`config.mk`:
```
export PLATFORM = sky130hd
export DESIGN_NAME = bullet_unit
export DESIGN_NICKNAME = d
export VERILOG_FILES = /design/src/rtl/tank_pkg.sv /design/src/rtl/tile_addr.sv /design/src/rtl/bullet_unit.sv
export SDC_FILE = /design/constraint.sdc
export NUM_CORES = 1
export LEC_CHECK = 0
export CORE_ASPECT_RATIO = 1.75
export CORE_UTILIZATION = 52
export DETAILED_ROUTE_END_ITERATION = 8
export HOLD_SLACK_MARGIN = 0.1
export PLACE_DENSITY = 0.88
export RECOVER_POWER = 50
export SYNTH_ARGS = -nofsm -noshare
export SYNTH_HDL_FRONTEND = slang
export SYNTH_SLANG_ARGS = --single-unit
```
`constraint.sdc`:
```
create_clock -name Clk -period 6.75 [get_ports Clk]
set_input_delay 1.35 -clock Clk [delete_from_list [all_inputs] [get_ports Clk]]
set_output_delay 1.35 -clock Clk [all_outputs]
set_load 0.05 [all_outputs]
```
`src/rtl/tank_pkg.sv`:
```
// Shared definitions for the tank game: directions, tile codes, map geometry
// and the bullet engine state encoding.
package tank_pkg;

  typedef enum logic [1:0] {
    UP    = 2'd0,
    RIGHT = 2'd1,
    DOWN  = 2'd2,
    LEFT  = 2'd3
  } dir_t;

  typedef enum logic [2:0] {
    S_IDLE   = 3'd0,
    S_FLIGHT = 3'd1,
    S_MOVE   = 3'd2,
    S_LOOKUP = 3'd3,
    S_CHECK  = 3'd4
  } bullet_state_t;

  localparam logic [2:0] TILE_EMPTY = 3'd0;
  localparam logic [2:0] TILE_WALL  = 3'd1;
  localparam logic [2:0] TILE_BRICK = 3'd2;
  localparam logic [2:0] TILE_BASE1 = 3'd3;
  localparam logic [2:0] TILE_BASE2 = 3'd4;

  localparam int MAP_W      = 20;
  localparam int MAP_H      = 15;
  localparam int TILE_SHIFT = 5;
  localparam int SCREEN_W   = 640;
  localparam int SCREEN_H   = 480;

endpackage

```
`src/rtl/tile_addr.sv`:
```
// Pixel (x,y) to 9-bit tile index on the 20-wide map; shared with tank movement.
// y*20 is formed as (y<<4)+(y<<2) to avoid a multiplier.
module tile_addr
  import tank_pkg::*;
(
  input  logic [9:0] x,
  input  logic [9:0] y,
  output logic [8:0] idx
);

  logic [4:0] tx;
  logic [4:0] ty;

  assign tx  = x[9:TILE_SHIFT];
  assign ty  = y[9:TILE_SHIFT];
  assign idx = {ty, 4'b0000} + {2'b00, ty, 2'b00} + {4'b0000, tx};

endmodule

```
`src/rtl/bullet_unit.sv`:
```
// Per-player bullet engine: spawns on a fire-key edge, steps once per frame,
// looks up the tile under the bullet and emits destroy/base/tank pulses.
// Optional enemy-tank collision is built when BULLET_TANK_HIT_EN is defined.
module bullet_unit
  import tank_pkg::*;
#(
  parameter int         PLAYER      = 1,
  parameter logic [7:0] FIRE_KEY    = 8'h2C,
  parameter int         BULLET_STEP = 4,
  parameter int         SPAWN_OFS   = 16
) (
  input  logic       Clk,
  input  logic       Reset,
  input  logic       frame_clk,
  input  logic [7:0] keycode,
  input  logic [9:0] TankX,
  input  logic [9:0] TankY,
  input  logic [1:0] TankDir,
  input  logic [9:0] EnemyX,
  input  logic [9:0] EnemyY,
  output logic [8:0] tile_idx,
  input  logic [2:0] tile_val,
  output logic [9:0] BulletX,
  output logic [9:0] BulletY,
  output logic       BulletActive,
  output logic       destroy_valid,
  output logic [8:0] destroy_idx,
  output logic       base_hit,
  output logic       tank_hit,
  output logic [2:0] dbg_state
);

  localparam logic signed [10:0] STEP  = 11'(BULLET_STEP);
  localparam logic signed [10:0] X_MAX = 11'(SCREEN_W - 1);
  localparam logic signed [10:0] Y_MAX = 11'(SCREEN_H - 1);
  localparam logic [9:0]         OFS   = 10'(SPAWN_OFS);
  localparam logic [2:0]         ENEMY_BASE = (PLAYER == 1) ? TILE_BASE2 : TILE_BASE1;

  bullet_state_t state, state_next;
  logic       fs1, fs2, fs3;
  logic       tick, fire_now, fire_prev, fire_req;
  dir_t       dir_q, dir_d;
  logic [9:0] x_d, y_d, spawn_x, spawn_y;
  logic [8:0] didx_d;
  logic       active_d, destroy_d, base_d, tank_d, oob, hit_tank;
  logic signed [10:0] mx, my;

  // frame_clk is asynchronous; fs3 holds the previous synchronised level.
  always_ff @(posedge Clk) begin
    if (Reset) begin
      fs1 <= 1'b0; fs2 <= 1'b0; fs3 <= 1'b0;
      fire_prev <= 1'b0;
    end else begin
      fs1 <= frame_clk; fs2 <= fs1; fs3 <= fs2;
      if (tick) fire_prev <= fire_now;
    end
  end

  assign tick     = fs2 & ~fs3;
  assign fire_now = (keycode == FIRE_KEY);
  assign fire_req = tick & fire_now & ~fire_prev;

  tile_addr u_addr (.x(BulletX), .y(BulletY), .idx(tile_idx));

`ifdef BULLET_TANK_HIT_EN
  logic signed [10:0] dx, dy;
  assign dx = $signed({1'b0, BulletX}) - $signed({1'b0, EnemyX});
  assign dy = $signed({1'b0, BulletY}) - $signed({1'b0, EnemyY});
  assign hit_tank = (dx > -11'sd16) && (dx < 11'sd16) && (dy > -11'sd16) && (dy < 11'sd16);
`else
  logic unused_enemy;
  assign unused_enemy = ^{EnemyX, EnemyY};
  assign hit_tank = 1'b0;
`endif

  // Candidate next position along the latched direction, signed to catch underflow.
  always_comb begin
    mx = $signed({1'b0, BulletX});
    my = $signed({1'b0, BulletY});
    unique case (dir_q)
      UP:    my = my - STEP;
      RIGHT: mx = mx + STEP;
      DOWN:  my = my + STEP;
      LEFT:  mx = mx - STEP;
      default: ;
    endcase
  end

  assign oob = (mx < 11'sd0) || (mx > X_MAX) || (my < 11'sd0) || (my > Y_MAX);

  always_comb begin
    spawn_x = TankX;
    spawn_y = TankY;
    unique case (dir_t'(TankDir))
      UP:    spawn_y = TankY - OFS;
      RIGHT: spawn_x = TankX + OFS;
      DOWN:  spawn_y = TankY + OFS;
      LEFT:  spawn_x = TankX - OFS;
      default: ;
    endcase
  end

  always_ff @(posedge Clk) begin
    if (Reset) state <= S_IDLE;
    else       state <= state_next;
  end

  always_comb begin
    state_next = state;
    unique case (state)
      S_IDLE:   if (fire_req) state_next = S_LOOKUP;
      S_FLIGHT: if (tick) state_next = S_MOVE;
      S_MOVE:   state_next = oob ? S_IDLE : S_LOOKUP;
      S_LOOKUP: state_next = S_CHECK;
      S_CHECK:  state_next = (!hit_tank && tile_val == TILE_EMPTY) ? S_FLIGHT : S_IDLE;
      default:  state_next = S_IDLE;
    endcase
  end

  always_comb begin
    x_d = BulletX; y_d = BulletY; dir_d = dir_q;
    active_d = BulletActive; didx_d = destroy_idx;
    destroy_d = 1'b0; base_d = 1'b0; tank_d = 1'b0;
    unique case (state)
      S_IDLE: if (fire_req) begin
        x_d = spawn_x; y_d = spawn_y; dir_d = dir_t'(TankDir); active_d = 1'b1;
      end
      S_MOVE: begin
        if (oob) active_d = 1'b0;
        else begin x_d = mx[9:0]; y_d = my[9:0]; end
      end
      S_CHECK: begin
        if (hit_tank) begin
          tank_d = 1'b1; active_d = 1'b0;
        end else if (tile_val == TILE_EMPTY) begin
          active_d = 1'b1;
        end else if (tile_val == TILE_BRICK) begin
          destroy_d = 1'b1; didx_d = tile_idx; active_d = 1'b0;
        end else if (tile_val == ENEMY_BASE) begin
          base_d = 1'b1; active_d = 1'b0;
        end else begin
          active_d = 1'b0;
        end
      end
      default: ;
    endcase
  end

  always_ff @(posedge Clk) begin
    if (Reset) begin
      BulletX <= '0; BulletY <= '0; BulletActive <= 1'b0; dir_q <= UP;
      destroy_valid <= 1'b0; destroy_idx <= '0; base_hit <= 1'b0; tank_hit <= 1'b0;
    end else begin
      BulletX <= x_d; BulletY <= y_d; BulletActive <= active_d; dir_q <= dir_d;
      destroy_valid <= destroy_d; destroy_idx <= didx_d;
      base_hit <= base_d; tank_hit <= tank_d;
    end
  end

  assign dbg_state = state;

endmodule

```
Yosys cells after proc, flatten, opt, wreduce, memory -nomap -nowiden
Cells that the tools add are included.

word-level totals
  bits in registers = 41
  output and inout bits = 45
  word-level logic and storage cells = 87

cells by class
  add/subtract/negate cells = 10
  order comparisons = 4
  equal/unequal tests = 17
  muxes and demuxes = 21
  bitwise gates (word level) = 7
  reduce and logical (&&, ||, !) cells = 16

operators by type and width
  operator                 count
  $pmux W10 S2             4
  $pmux W11 S2             2
  $mux W10                 4
  $add A10 B3 Y11 const B  2
  $lt A11 B1 Y1 const B    2
  $sub A10 B3 Y11 const B  2
  $add A10 B5 Y10 const B  2
  $sub A10 B5 Y10 const B  2
  $pmux W3 S5              1
  $gt A11 B10 Y1 const B   1
  $gt A11 B11 Y1 const B   1
  $add A9 B5 Y9            1
  $add A9 B7 Y9            1
  $eq A3 B2 Y1 const B     3
  $reduce_and A3 Y1        3
  $eq A2 B2 Y1 const B     4
  $eq A8 B6 Y1 const B     1
  $ne A2 B2 Y1 const B     4
  $eq A3 B3 Y1 const B     2
  $logic_not A3 Y1         2
  $mux W1                  6
  $mux W3                  2
  $eq A2 B1 Y1 const B     2
  $logic_not A2 Y1         2
  11 further kinds         19

Longest topological paths before layout
Gate-level depths: netlist (run 1).

  depth in word-level cells = 8
  gate-level depth with buffers = 15
  gate-level depth less buffers = 11

Cells and area by module
From an unflattened synthesis (run 1), not the netlist that was laid out.

second synthesis, totals
  cells, all modules = 434
  area, all modules = 3548.4 µm²

by module, submodules not included
  module       times used  cells an instance  area each (µm²)  sequential area each (µm²)
  bullet_unit  1           399                3246.9           820.8
  tile_addr    1           35                 301.5            0.0

Least setup slack after synthesis (run 1)
OpenSTA, ideal clock, no wires.

  path type = register -> output
  start point = register BulletY[5]
  end point = output tile_idx[8]
  data arrival time = 2820 ps
  data required time = 5400 ps
  setup slack = 2580 ps
  cell stages (with the launch flop) = 8
  path buffers = 0
  cells stage by stage = dfxtp_1 fa_1 ha_1 a21o_1 a21oi_1 o21bai_1 a21oi_1 xnor2_1

between the ends
  word-level cells in the longest chain between the ends = 2

RTL lines
  what                    line                text
  from (decl)             bullet_unit.sv:24   output logic [9:0] BulletY,
  from (signal assigned)  bullet_unit.sv:151  BulletX <= '0; BulletY <= '0; BulletActive <= 1'b0; dir_q <= UP;
  from (signal assigned)  bullet_unit.sv:154  BulletX <= x_d; BulletY <= y_d; BulletActive <= active_d; dir_q <= dir_d;
  $add A9 B7 Y9           tile_addr.sv:16     assign idx = {ty, 4'b0000} + {2'b00, ty, 2'b00} + {4'b0000, tx};
  $add A9 B5 Y9           tile_addr.sv:16
  to (decl)               bullet_unit.sv:21   output logic [8:0] tile_idx,

Every way passes these cells.

Worst setup path after layout (run 1)
  start point = register BulletX[9]
  end point = output tile_idx[8]

between the ends
  word-level cells in the longest chain between the ends = 1

RTL lines
  what                    line                text
  from (decl)             bullet_unit.sv:23   output logic [9:0] BulletX,
  from (signal assigned)  bullet_unit.sv:151
  from (signal assigned)  bullet_unit.sv:154
  $add A9 B5 Y9           tile_addr.sv:16

Every way passes these cells.

==> impl_metrics.prom, run 1 <==
# TYPE chip_impl_metric gauge
chip_impl_metric{name="synth_xor_area_share",unit="%"} 4.51
chip_impl_metric{name="finalHoldViolations",unit=""} 0
chip_impl_info{name="run_status",value="finished, violations left"} 1
chip_impl_metric{name="syn-cell-area",unit="mm2"} 0.00330
chip_impl_metric{name="fp.coreArea",unit="mm2"} 0.00618
chip_impl_metric{name="cts-htree-levels",unit=""} 2
chip_impl_metric{name="postCtsResizedCells",unit=""} 0
chip_impl_metric{name="cp.required",unit="ns"} 5.40
chip_impl_metric{name="synth_top_area_share",unit="%"} 24.9
chip_impl_metric{name="asyncSetResetFlopFracSynth",unit="%"} 0
chip_impl_info{name="synth_area_leaders",value="dfxtp_1, ha_1, mux2i_1"} 1
chip_impl_metric{name="achievable-frequency",unit="MHz"} 213
chip_impl_info{name="violations",value="max-capacitance violations, max-slew violations"} 1
chip_impl_metric{name="fin_crit_sh",unit="%"} 69.6
chip_impl_metric{name="synth_compound_gate_area_share",unit="%"} 18.9
chip_impl_metric{name="diodes",unit=""} 0
chip_impl_info{name="worstHoldPathType",value="reg -> reg"} 1
chip_impl_metric{name="dr.pass1.iters",unit=""} 4
chip_impl_metric{name="number_of_synthesized_flops_with_an_enable_pin",unit=""} 0
chip_impl_metric{name="chipWidth",unit="um"} 62.2
chip_impl_metric{name="synth_mux_area_share",unit="%"} 10.3
chip_impl_metric{name="drive_above_1_share",unit="%"} 5.19
chip_impl_metric{name="numCtsBuffers",unit=""} 5
chip_impl_metric{name="die_area",unit="mm2"} 0.00668
chip_impl_info{name="mostFrequentLayoutCells",value="clkdlybuf4s50_1, dfxtp_1, nand2_1, nor2_1, mux2i_1"} 1
chip_impl_info{name="yosys.area.top_type",value="dfxtp_1"} 1
chip_impl_metric{name="count_of_max_cap_constraint_violations",unit=""} 1
chip_impl_info{name="tritoncts",value="done"} 1
chip_impl_metric{name="antenna_found_initial",unit=""} 0
chip_impl_info{name="grt_setup_unrepaired",value="no"} 1
chip_impl_metric{name="dp.cells",unit=""} 535
chip_impl_metric{name="detail_route.iter0.violations",unit=""} 194
chip_impl_metric{name="leakagePower",unit="nW"} 1.86
chip_impl_metric{name="top_level_ports",unit=""} 101
chip_impl_metric{name="final_period_minus_worst_setup_slack",unit="ns"} 4.70
chip_impl_metric{name="clock_insertion_delay_worst_skew",unit="ns"} 0.31
chip_impl_metric{name="routed_wl",unit="mm"} 8.13
chip_impl_metric{name="fp-row-count",unit=""} 38
chip_impl_metric{name="synth.net_count",unit=""} 485
chip_impl_metric{name="yosys_warnings",unit=""} 0
chip_impl_metric{name="gr-total-overflow",unit=""} 0
chip_impl_metric{name="post_cts_buffers",unit=""} 0
chip_impl_metric{name="route.detailed.vias_per_inst",unit=""} 5.82
chip_impl_metric{name="setup_tns",unit="ns"} 0
chip_impl_metric{name="grt.total_usage",unit="%"} 25.7
chip_impl_metric{name="synth-adder-area-share",unit="%"} 12.5
chip_impl_metric{name="dpl.hpwl",unit="mm"} 6.18
chip_impl_metric{name="synth-seq-cells",unit=""} 41
chip_impl_metric{name="synth_seq_area_share",unit="%"} 24.9
chip_impl_info{name="timing_worst_setup_path_type",value="reg -> out"} 1
chip_impl_info{name="cts_root_buf",value="clkbuf_8"} 1
chip_impl_metric{name="finalCoreUtilization",unit="%"} 67.5
chip_impl_metric{name="post_synth_inst_count",unit=""} 399
chip_impl_metric{name="clock_path_buffers",unit=""} 2
chip_impl_metric{name="num-nets-final",unit=""} 548
chip_impl_metric{name="irDropWorstVdd",unit="V"} 0.0000774
chip_impl_metric{name="effective_utilization_at_floorplan",unit="%"} 53.4
chip_impl_metric{name="power_density",unit="mW/mm2"} 127
chip_impl_info{name="timing.critical_path.to_type",value="primary output"} 1
chip_impl_metric{name="timing.hold.ws",unit="ns"} 0.452
chip_impl_metric{name="final_antenna_net_count",unit=""} 0
chip_impl_info{name="main_combinational_cell_family_by_area_after_synthesis",value="simple AND/OR/NAND/NOR gates"} 1
chip_impl_metric{name="final_setup_viols",unit=""} 0
chip_impl_info{name="most_frequent_standard_cell_in_the_layout_excluding_fill_and_tap_cells",value="clkdlybuf4s50_1"} 1
chip_impl_metric{name="worst-endpoint-arrival",unit="ns"} 3.35
chip_impl_info{name="crit_path_start_kind",value="flop"} 1
chip_impl_metric{name="post_layout_nonfiller_instances",unit=""} 542
chip_impl_metric{name="gp_congestion",unit=""} 0.890
chip_impl_metric{name="detail_route.wl_per_cell",unit="um"} 15.0
chip_impl_info{name="dominant_register_cell_in_the_synthesized_netlist",value="dfxtp_1"} 1
chip_impl_metric{name="floorplan.die.height",unit="um"} 107
chip_impl_metric{name="worst_pin_slew",unit="ns"} 1.56
chip_impl_metric{name="area_growth",unit="%"} 26.4
chip_impl_metric{name="grt_pass1_vias",unit=""} 3058
chip_impl_metric{name="clk_pin_slew",unit="ns"} 0.08
chip_impl_metric{name="final_slew_violations",unit=""} 38
chip_impl_metric{name="grt_first_pass_wirelength",unit="mm"} 13.8
chip_impl_metric{name="yosys.area_share.simple",unit="%"} 22.8
chip_impl_metric{name="maxSlewHeadroom",unit="%"} -4.30
chip_impl_metric{name="post_synth.cell_area_avg",unit="um2"} 8.28
chip_impl_metric{name="number_of_hold_buffers_added_after_cts",unit=""} 0
chip_impl_metric{name="fin_skew",unit="ns"} 0.00865
chip_impl_metric{name="critical_path.max_fanout",unit=""} 6
chip_impl_metric{name="route.detailed.drc",unit=""} 0
chip_impl_metric{name="route.vias.total",unit=""} 3157
chip_impl_metric{name="io_buffers",unit=""} 79
chip_impl_metric{name="largest_net_degree_at_the_start_of_global_routing",unit=""} 38
chip_impl_metric{name="yosysUniqueCellTypes",unit=""} 60
chip_impl_metric{name="cts.sink_count",unit=""} 41
==> through the flow <==
step | power [mW] | setup WS, ns | instance area, um2
after CTS | 0.533 | 2.04 | 4180
after detailed placement | 0.340 | 2.20 | 4070
after global routing | 0.549 | 1.86 | 4170
after floorplan | 0.305 | 2.58 | 3300
final | 0.529 | 2.05 | 4170
after global placement | 0.337 | 2.35 | 4070
==> critical path: stages (launching register included) <==
cell and delay (ns):
dfxtp_1 0.53, fa_1 0.51, ha_1 0.34, a21o_1 0.17, a21oi_1 0.23, o21bai_1 0.09
a21oi_1 0.17, xnor2_1 0.16, clkdlybuf4s50_1 0.85
==> synth_stat cells, types with 3 or more instances <==
library cell	n
nand2_1	41
and4_1	3
and3_1	3
a21oi_1	22
o211ai_1	11
fa_1	5
o211ai_2	3
a211oi_1	6
nand3_1	14
a31oi_1	4
nor3_1	11
nor3b_1	6
nor2b_1	9
nor2_1	38
dfxtp_1	41
inv_1	13
ha_1	25
buf_1	3
buf_2	5
xnor2_1	11
mux2i_1	29
clkbuf_1	13
o31ai_1	5
xor2_1	6
o311ai_1	3
o21ai_0	16
mux2_2	3
a21o_1	5
buf_4	3
==> power by group <==
part / internal, mW / leakage, nW / switching [mW]
combinational: 0.0451 / 1.48 / 0.0443
clock: 0.107 / 0.0540 / 0.0874
sequential: 0.243 / 0.331 / 0.00157
total: 0.396 / 1.86 / 0.133
==> path summary, 6_finish.rpt <==
| check | start | cells past startpoint | to | slack (ns) |
|---|---|---|---|---|
| max | BulletX[9] | 8 | tile_idx[8] | 2.05 |
| max reg2reg | dir_q[0] | 12 | BulletY[3] | 2.75 |
| min reg2reg | fs1 | 1 | fs2 | 0.45 |
| min | fs1 | 1 | fs2 | 0.45 |
==> cell type report <==
class,instances,area [um2]
sequential,41,821
inverter,13,48.8
tap,80,100
multi-input combinational,318,2280
clock buffer,5,68.8
fill,518,2010
timing repair buffer,83,817
clock inverter,2,35.0
==> flip-flops by register name, summed over array words and instances, names as in the netlist <==
signal         cells
dbg_state          3
dir_q              2
base_hit           1
BulletY           10
BulletX           10
fire_prev          1
destroy_valid      1
fs3                1
fs1                1
BulletActive       1
fs2                1
destroy_idx        9
==> cells by family after synthesis <==
kind of cell | count (synthesis)
multiplexers | 33
XOR/XNOR | 17
AO/OA/AOI/OAI | 91
adder cells (fa/ha/maj) | 30
flip-flops | 41
other | 1
AND/OR/NAND/NOR | 146
buffers and inverters | 40
==> per-layer routing <==
| metal | global-route usage (%) | share of wire [%] |
|---|---|---|
| met1 | 28.5 | 39 |
| met2 | 47.9 | 54 |
| met3 | 3.28 | 5.0 |
| met4 | 11.6 | 1.7 |
| met5 | 0 | 0 |
Power figures use the tool's default switching activity.
==> run 2, diff against run 1 <==
Settings changed: CORE_UTILIZATION 52 to 48, PLACE_DENSITY 0.88 to 0.82.
Clock period 6.75 ns to 4.53 ns, I/O delays scaled along.
==> run 2 against run 1 <==
The flow now finishes without violations. Via count up 0.38%. Non-clock buffer count up 5. Register-to-register slack worse by 1.9 ns. Utilization down 3.0 points. Clock skew down 0.0017 ns. Wire length up 2.3%. Critical endpoint unchanged. Final cell count up 1.5%. Clock-buffer cell count unchanged.
==> impl_metrics.prom, run 2 (synthesis gave the netlist of run 1 again) <==
# TYPE chip_impl_metric gauge
chip_impl_info{name="run_status",value="completed"} 1
chip_impl_metric{name="layout.filler_cells",unit=""} 580
chip_impl_metric{name="clock_path_buffers",unit=""} 2
chip_impl_metric{name="area_growth",unit="%"} 28.8
chip_impl_info{name="cpLargestDelayFamily",value="adder cells"} 1
chip_impl_metric{name="worst_pin_slew",unit="ns"} 1.30
chip_impl_info{name="timing_worst_setup_path_type",value="reg -> out"} 1
chip_impl_info{name="reg.largest.list",value="BulletX: 10 flops, BulletY: 10 flops, destroy_idx: 9 flops"} 1
chip_impl_metric{name="achievable-frequency",unit="MHz"} 240
chip_impl_metric{name="dr.pass1.iters",unit=""} 4
chip_impl_metric{name="num-nets-final",unit=""} 553
chip_impl_metric{name="antenna_found_initial",unit=""} 0
chip_impl_metric{name="top_level_ports",unit=""} 101
chip_impl_metric{name="irDropWorstVdd",unit="V"} 0.000122
chip_impl_metric{name="setup_tns",unit="ns"} 0
chip_impl_info{name="worstHoldPathType",value="reg -> reg"} 1
chip_impl_metric{name="chipWidth",unit="um"} 64.7
chip_impl_metric{name="largest_net_degree_at_the_start_of_global_routing",unit=""} 32
chip_impl_metric{name="count_of_max_cap_constraint_violations",unit=""} 0
chip_impl_metric{name="routed_wl",unit="mm"} 8.31
chip_impl_metric{name="postCtsResizedCells",unit=""} 0
chip_impl_info{name="r2r_start",value="dir_q[1]"} 1
chip_impl_metric{name="numCtsBuffers",unit=""} 5
chip_impl_metric{name="post_cts_buffers",unit=""} 0
chip_impl_metric{name="floorplan.die.height",unit="um"} 112
chip_impl_metric{name="gp_congestion",unit=""} 0.882
chip_impl_metric{name="cp_slowest_stage_delay",unit="ns"} 0.83
chip_impl_info{name="whs_endpoint",value="fs2"} 1
chip_impl_metric{name="fp.coreArea",unit="mm2"} 0.00659
chip_impl_metric{name="fin_crit_sh",unit="%"} 91.9
chip_impl_metric{name="detail_route.iter0.violations",unit=""} 218
chip_impl_info{name="most_frequent_standard_cell_in_the_layout_excluding_fill_and_tap_cells",value="clkdlybuf4s50_1"} 1
chip_impl_metric{name="final_setup_viols",unit=""} 0
chip_impl_info{name="timing.critical_path.to_type",value="primary output"} 1
chip_impl_metric{name="worstPathBufferInverterCount",unit=""} 1
chip_impl_metric{name="route.vias.total",unit=""} 3169
chip_impl_metric{name="clock_insertion_delay_worst_skew",unit="ns"} 0.29
chip_impl_metric{name="pre_cts_slack",unit="ns"} 0.656
chip_impl_metric{name="fin_skew",unit="ns"} 0.00690
chip_impl_metric{name="grt.total_usage",unit="%"} 24.6
chip_impl_info{name="grt_setup_unrepaired",value="no"} 1
chip_impl_info{name="regToRegEndpoint",value="BulletX[6]"} 1
chip_impl_metric{name="number_of_hold_buffers_added_after_cts",unit=""} 0
chip_impl_info{name="timing.critical_path.mode_cell",value="a21oi_1"} 1
chip_impl_metric{name="cp.required",unit="ns"} 3.62
chip_impl_metric{name="detail_route.wl_per_cell",unit="um"} 15.1
chip_impl_info{name="tritoncts",value="done"} 1
chip_impl_metric{name="route.detailed.vias_per_inst",unit=""} 5.76
chip_impl_info{name="crit_path_start_kind",value="flop"} 1
chip_impl_metric{name="final_antenna_net_count",unit=""} 0
chip_impl_metric{name="power_density",unit="mW/mm2"} 200
chip_impl_metric{name="fp-row-count",unit=""} 39
chip_impl_metric{name="clk_pin_slew",unit="ns"} 0.06
chip_impl_metric{name="critical_path.max_fanout",unit=""} 6
chip_impl_metric{name="grt_pass1_vias",unit=""} 3064
chip_impl_metric{name="gr-total-overflow",unit=""} 0
chip_impl_metric{name="dpl.hpwl",unit="mm"} 6.45
chip_impl_info{name="cts_root_buf",value="clkbuf_16"} 1
chip_impl_metric{name="final_period_minus_worst_setup_slack",unit="ns"} 4.16
chip_impl_metric{name="setup_ws",unit="ns"} 0.366
chip_impl_metric{name="grt_first_pass_wirelength",unit="mm"} 14.1
chip_impl_metric{name="hold-path-cell-count",unit=""} 1
chip_impl_metric{name="drive_above_1_share",unit="%"} 6.41
chip_impl_info{name="cell_at_the_slowest_stage_of_the_critical_path",value="clkdlybuf4s50_1"} 1
chip_impl_metric{name="effective_utilization_at_floorplan",unit="%"} 50.1
chip_impl_metric{name="route.detailed.drc",unit=""} 0
chip_impl_metric{name="finalHoldViolations",unit=""} 0
chip_impl_metric{name="cts-htree-levels",unit=""} 2
chip_impl_metric{name="worst-endpoint-arrival",unit="ns"} 3.26
chip_impl_metric{name="final_slew_violations",unit=""} 0
chip_impl_info{name="mostFrequentLayoutCells",value="clkdlybuf4s50_1, dfxtp_1, nand2_1, nor2_1, mux2i_1"} 1
chip_impl_metric{name="leakagePower",unit="nW"} 1.91
chip_impl_metric{name="maxSlewHeadroom",unit="%"} 13.3
chip_impl_metric{name="reg2reg_setup_slack",unit="ns"} 0.82
chip_impl_info{name="timing.critical_path.cells",value="fa_1, ha_1, a21o_1, a21oi_1, o21bai_1, a21oi_1, xnor2_1, clkdlybuf4s50_1"} 1
chip_impl_metric{name="reg2reg_depth",unit=""} 11
chip_impl_metric{name="die_area",unit="mm2"} 0.00723
chip_impl_metric{name="io_buffers",unit=""} 79
chip_impl_metric{name="diodes",unit=""} 0
chip_impl_info{name="hold_start",value="fs1"} 1
chip_impl_metric{name="cts.sink_count",unit=""} 41
-- run 2: cell types whose count changed in the layout (fill, tap and decap cells not counted) --
cell	previous run	this run
dlygate4sd3_1	27	28
clkdlybuf4s50_1	52	51
buf_4	3	8
clkinvlp_4	0	1
bufinv_16	1	0
clkinv_2	1	2
clkbuf_8	5	0
clkbuf_16	0	5
-- run 2: layout make-up --
cell class | count | area [um2] | area share, %
Timing Repair Buffer | 88 | 855 | 20.1
Multi-Input combinational cell | 318 | 2280 | 53.7
Sequential cell | 41 | 821 | 19.3
Clock inverter | 3 | 17.5 | 0.412
Clock buffer | 5 | 125 | 2.94
Tap cell | 82 | 103 | 2.41
Inverter | 13 | 48.8 | 1.15
-- run 2: through the flow --
| stage | hold slack (ns) | area, um2 | instances | utilization [%] | power [mW] |
|---|---|---|---|---|---|
| finish | 0.439 | 4250 | 550 | 64.5 | 0.850 |
| global route | 0.451 | 4250 | 550 | 64.5 | 0.888 |
| CTS | 0.442 | 4260 | 550 | 64.6 | 0.855 |
| detailed placement | 0.428 | 4110 | 542 | 62.4 | 0.508 |
| floorplan | 0.414 | 3300 | 399 | - | 0.455 |
| global placement | 0.432 | 4110 | 542 | 62.4 | 0.504 |
-- run 2: layer usage --
metal  vias up  track usage (%)  part of all wire [%]
met5         -                0                     0
met4         0             9.04                   2.0
met3        12             3.48                   4.5
met2       100             46.9                    54
met1      1472             26.3                    39
li1       1585                -                     -
-- run 2: power by group --
part / internal, mW / total, mW / leakage [nW] / switching (mW)
logic: 0.0679 / 0.134 / 1.51 / 0.0665
registers: 0.363 / 0.365 / 0.331 / 0.00231
clock network: 0.202 / 0.350 / 0.0696 / 0.148
-- run 2: how the worst max path moves through the flow --
stage	depth (start not counted)	slack [ns]	endpoint	from
floorplan	7	0.80	tile_idx[8]	BulletY[5]
global placement	8	0.69	tile_idx[8]	BulletX[9]
detailed placement	8	0.66	tile_idx[8]	BulletX[9]
CTS	8	0.34	tile_idx[8]	BulletX[9]
global route	8	0.18	tile_idx[8]	BulletY[5]
finish	8	0.37	tile_idx[8]	BulletX[9]
